File: src/rtl/uart_program_loader.sv
// Boot loader: takes a framed program image from the UART byte stream, writes it
// into instruction memory as little-endian words and releases the core on a good checksum.
module uart_program_loader #(
    parameter int          DATA_LENGTH      = 32,
    parameter logic [31:0] ADDR_PROGRAM_MIN = 32'h0040_0000,
    parameter int          MAX_WORDS        = 64,
    parameter logic [7:0]  SYNC_BYTE        = 8'hA5,
    parameter logic [24:0] TIMEOUT_CYCLES   = 25'd5_000_000
) (
    input  logic                   clk,
    input  logic                   rst,
    input  logic [7:0]             rx_data,
    input  logic                   rx_valid,
    output logic [31:0]            mem_addr,
    output logic [DATA_LENGTH-1:0] mem_wdata,
    output logic                   mem_we,
    output logic                   core_rst,
    output logic                   busy,
    output logic                   done,
    output logic                   error,
    output logic [15:0]            word_count,
    output logic [2:0]             state_dbg
);

    // Handshake: a byte is consumed on every rising clk edge with rx_valid=1; there is
    // no backpressure. mem_we is a one-cycle strobe with mem_addr/mem_wdata stable alongside it.

    typedef enum logic [2:0] {
        S_IDLE   = 3'd0,
        S_LEN_LO = 3'd1,
        S_LEN_HI = 3'd2,
        S_DATA   = 3'd3,
        S_CHECK  = 3'd4,
        S_DONE   = 3'd5,
        S_ERROR  = 3'd6
    } state_t;

    localparam logic [15:0] MAX_WORDS_W = 16'(MAX_WORDS);

    state_t      state, state_next;
    logic [15:0] len;
    logic [1:0]  byte_idx;
    logic [15:0] word_idx;
    logic [7:0]  checksum;
    logic [23:0] shift_buf;
    logic [24:0] idle_cnt;
    logic        in_frame;
    logic        timeout;
    logic        is_sync;
    logic [15:0] len_new;

    assign in_frame  = (state == S_LEN_LO) || (state == S_LEN_HI) ||
                       (state == S_DATA)   || (state == S_CHECK);
    // An accepted byte on the same edge always wins over the timeout.
    assign timeout   = in_frame && !rx_valid && (idle_cnt == TIMEOUT_CYCLES - 25'd1);
    assign is_sync   = rx_valid && (rx_data == SYNC_BYTE);
    assign len_new   = {rx_data, len[7:0]};
    assign state_dbg = state;

    always_ff @(posedge clk or posedge rst) begin
        if (rst) state <= S_IDLE;
        else     state <= state_next;
    end

    always_comb begin
        state_next = state;
        case (state)
            S_IDLE:   if (is_sync) state_next = S_LEN_LO;
            S_LEN_LO: begin
                if (rx_valid)     state_next = S_LEN_HI;
                else if (timeout) state_next = S_ERROR;
            end
            S_LEN_HI: begin
                if (rx_valid) begin
                    if (len_new == 16'd0 || len_new > MAX_WORDS_W) state_next = S_ERROR;
                    else                                           state_next = S_DATA;
                end else if (timeout) begin
                    state_next = S_ERROR;
                end
            end
            S_DATA: begin
                if (rx_valid) begin
                    if (byte_idx == 2'd3 && (word_idx + 16'd1) == len) state_next = S_CHECK;
                end else if (timeout) begin
                    state_next = S_ERROR;
                end
            end
            S_CHECK: begin
                if (rx_valid) state_next = (rx_data == checksum) ? S_DONE : S_ERROR;
                else if (timeout) state_next = S_ERROR;
            end
            S_DONE:   state_next = S_DONE;
            S_ERROR:  if (is_sync) state_next = S_LEN_LO;
            default:  state_next = S_IDLE;
        endcase
    end

    always_comb begin
        busy     = in_frame;
        done     = (state == S_DONE);
        error    = (state == S_ERROR);
        core_rst = (state != S_DONE);
    end

    always_ff @(posedge clk or posedge rst) begin
        if (rst) begin
            len        <= 16'd0;
            byte_idx   <= 2'd0;
            word_idx   <= 16'd0;
            checksum   <= 8'd0;
            shift_buf  <= 24'd0;
            idle_cnt   <= 25'd0;
            mem_we     <= 1'b0;
            mem_addr   <= ADDR_PROGRAM_MIN;
            mem_wdata  <= '0;
            word_count <= 16'd0;
        end else begin
            mem_we <= 1'b0;

            if (rx_valid || !in_frame || timeout) idle_cnt <= 25'd0;
            else                                  idle_cnt <= idle_cnt + 25'd1;

            if (rx_valid) begin
                case (state)
                    S_IDLE, S_ERROR: if (is_sync) word_count <= 16'd0;
                    S_LEN_LO: len[7:0] <= rx_data;
                    S_LEN_HI: begin
                        len[15:8] <= rx_data;
                        byte_idx  <= 2'd0;
                        word_idx  <= 16'd0;
                        checksum  <= 8'd0;
                    end
                    S_DATA: begin
                        checksum <= checksum + rx_data;
                        byte_idx <= byte_idx + 2'd1;
                        // The word is captured straight into mem_wdata on its 4th byte,
                        // so the shift buffer is free for the next word immediately.
                        if (byte_idx == 2'd3) begin
                            mem_wdata  <= DATA_LENGTH'({rx_data, shift_buf});
                            mem_addr   <= ADDR_PROGRAM_MIN + {14'd0, word_idx, 2'b00};
                            mem_we     <= 1'b1;
                            word_idx   <= word_idx + 16'd1;
                            word_count <= word_count + 16'd1;
                        end else begin
                            shift_buf <= {rx_data, shift_buf[23:8]};
                        end
                    end
                    default: ;
                endcase
            end
        end
    end

endmodule

File: config.mk
export PLATFORM = sky130hd
export DESIGN_NAME = uart_program_loader
export DESIGN_NICKNAME = d
export VERILOG_FILES = /design/src/rtl/uart_program_loader.sv
export SDC_FILE = /design/constraint.sdc
export NUM_CORES = 1
export LEC_CHECK = 0
export CAP_MARGIN = 15
export CORE_MARGIN = 2
export CORE_UTILIZATION = 35
export DETAILED_ROUTE_END_ITERATION = 10
export SKIP_LAST_GASP = 1
export SLEW_MARGIN = 20
export SYNTH_ARGS = -nofsm -noshare
export SYNTH_HDL_FRONTEND = slang
export SYNTH_SLANG_ARGS = --single-unit
File: constraint.sdc
create_clock -name clk -period 4.9 [get_ports clk]
set_clock_uncertainty 0.1 [all_clocks]
set_input_delay 0.49 -clock clk [delete_from_list [all_inputs] [get_ports clk]]
set_output_delay 0.49 -clock clk [all_outputs]
set_load 0.01 [all_outputs]
==> impl_metrics.toml <==
[sta]
hold-worst-slack_ns = 0.367
slew_headroom_pct = 31.2
timing.final.crit_share_pct = 62.1
grt_setup_unrepaired = "no"
fin_ws_ns = 1.86
finalHoldViolCount = 0
fmax_mhz = 329
worst_slew_pin_slew_ns = 1.03
maxSlewViolCount = 0
layout_min_cycle_time_ns = 3.04
finalSetupTns_ns = 0
setup_violations = 0

[die]
io-pin-count = 99
rows = 54
core_um2 = 21800
die_w_um = 153
die_h_um = 153
fp.dieArea_um2 = 23300
start_util_pct = 35.5

[min_path]
worstHoldPathCells = 2
whs_endpoint = "mem_wdata[7]"
hold_class = "flop to flop"
hp-start = "shift_buf[7]"

[worst_setup_path]
cp.arrival_ns = 3.25
r2r_cells = 6
rr_endpoint = "word_idx[7]"
crit_path_start_kind = "flop"
crit_type = "flop to flop"
end_kind = "flop"
worstPathRequired_ns = 5.11
path_max_fanout = 19
r2r-start = "state_dbg[1]"
rrSetupSlack_ns = 1.86

[clock_network]
cts_tree = "built"
root_buffer = "clkbuf_16"
clk_pin_slew_worst_paths_ns = 0.07
clock-sinks = 159
cts_resized = 0
h-tree-depth = 4
postCtsHoldBufs = 0
cts_made_buffers = 17
cts_setup_buffers = 0
cts_max_path_buffers = 2
clk_latency_ns = 0.43

[logic_synthesis]
synth_area_um2 = 7720
async_flop_share_pct = 100
synth.area.top_cells = "dfrtp_1 (52%), nand2_1 (9.7%), mux2_2 (5.7%)"
synth_cell_types = 62
ys_ff_latch = 159
synth_top_area_share_pct = 51.5
syn_avg_cell_area_um2 = 9.58
yosys_warnings = 0
postSynthCellCount = 806
synth_edf_count = 0
synth_ff_type = "dfrtp_1"
yosysSeqAreaShare_pct = 51.5
yosys.area.top_type = "dfrtp_1"

[cells_and_area]
areaGrowthSynthToFinish_pct = 20.7
drive_gt1_share_pct = 10.3
n_fill_cell = 2124
final_area_um2 = 9320
num-nets-final = 896
diodes = 0

[route]
routed_wl_um = 17400
dr.first_iter.drc_count = 325
vias_per_cell = 4.85
wl_per_cell_um = 14.9
via_count = 5657
drc = 0
ant_nets = 0
dr.pass1.iters = 7

[grt]
grt_use_total_pct = 15.5
grt_pass1_vias = 5612
gr-total-overflow = 0
antenna_found_initial = 0
grt_pass1_wl_um = 29400
grt_max_degree = 109

[placed_design]
io_buffers = 82
post_dp_cell_area_um2 = 8720
gp_congestion = 0.795
post-place-ws_ns = 1.50
hpwl_um = 11600

[power_and_ir_drop]
p_leak_nw = 4.14
powerDensity_nw_per_um2 = 434
fin_total_pwr_mw = 4.04
peakVddDrop_v = 0.000220

[outcome]
status = "complete, no violations"

[job]
maxCapViolations = 0
per-layer routing:
layer | share of wire [%] | vias to the layer above | global-route usage [%]
li1 | - | 2824 | -
met1 | 47 | 2727 | 20.8
met2 | 49 | 86 | 25.6
met3 | 2.8 | 20 | 2.56
met4 | 1.7 | 0 | 5.42
met5 | 0 | - | 0
synthesized netlist by cell type (4+ instances only):
cell      instances
buf_4            17
ha_1             11
nor2_1           58
mux2_2           39
and3_1           12
o31ai_1           9
buf_1             5
nor4_1            9
xnor2_1          34
a21oi_1          12
buf_2             6
or3_1             4
dfrtp_1         159
nand3_1          33
xor2_1           30
clkbuf_1         25
o21ai_0          46
nor3_1           13
nand2_1         199
nand4_1          12
inv_1            14
where the power goes:
group,internal [mW],leakage (nW),switching (mW)
Combinational,0.463,1.69,0.481
Clock,0.743,0.298,0.608
Sequential,1.53,2.15,0.214
cells in the final DEF (no fill, tap or decap), types with 13 or more instances in the layout:
master and n:
dfrtp_1 159, nand3_1 33, mux2_2 39, clkbuf_16 17, xor2_1 30, conb_1 16
nand2_1 199, o21ai_0 46, xnor2_1 34, clkdlybuf4s50_1 82, nor2_1 57, inv_1 13
nor3_1 13
through the flow:
| stage | utilization (%) | cells |
|---|---|---|
| finish | 42.8 | 1166 |
| detailed placement | 40.1 | 1134 |
| CTS | 42.8 | 1166 |
| global placement | 40.1 | 1134 |
| floorplan | - | 820 |
| global route | 42.8 | 1166 |
critical path: stages (launching register included):
cell and delay (ns):
dfrtp_1 0.55, nor2b_1 0.49, nand2_1 0.50, a21oi_1 0.87, o21ai_0 0.22, nand2_1 0.11, o21ai_0 0.07
worst max-delay path by stage:
stage | startpoint | endpoint | slack, ns | cells after the start
finish | state_dbg[1] | word_idx[7] | 1.86 | 6
global route | state_dbg[1] | word_idx[13] | 1.54 | 6
CTS | state_dbg[1] | word_idx[13] | 1.85 | 6
detailed placement | rx_valid | word_count[7] | 1.50 | 6
global placement | rx_valid | word_count[12] | 1.53 | 6
floorplan | rst | byte_idx[0] | 0.02 | 1
cell families after synthesis:
kind of cell	count (synthesis)	share of synthesized area [%]
compound gates	91	7.23
xor+xnor	65	7.47
fa+ha+maj	12	2.04
buf+inv	69	4.37
flops	159	51.5
mux	39	5.69
other cells	2	0.0972
simple gates	369	21.6
area by class of cell:
type | count | area, µm² | area share (%)
tap | 280 | 350 | 3.76
sequential | 159 | 3980 | 42.7
multi-input combinational | 592 | 3460 | 37.2
clock buffer | 18 | 439 | 4.71
timing repair buffer | 88 | 866 | 9.29
clock inverter | 14 | 159 | 1.71
inverter | 15 | 63.8 | 0.685
flip-flops by register name (all words and copies together) (netlist names), 8 cells and up:
register,count
word_idx,16
mem_wdata,32
mem_addr,16
shift_buf,24
idle_cnt,25
len,16
word_count,16
checksum,8
Note: power is estimated with default switching activity, not from simulation.
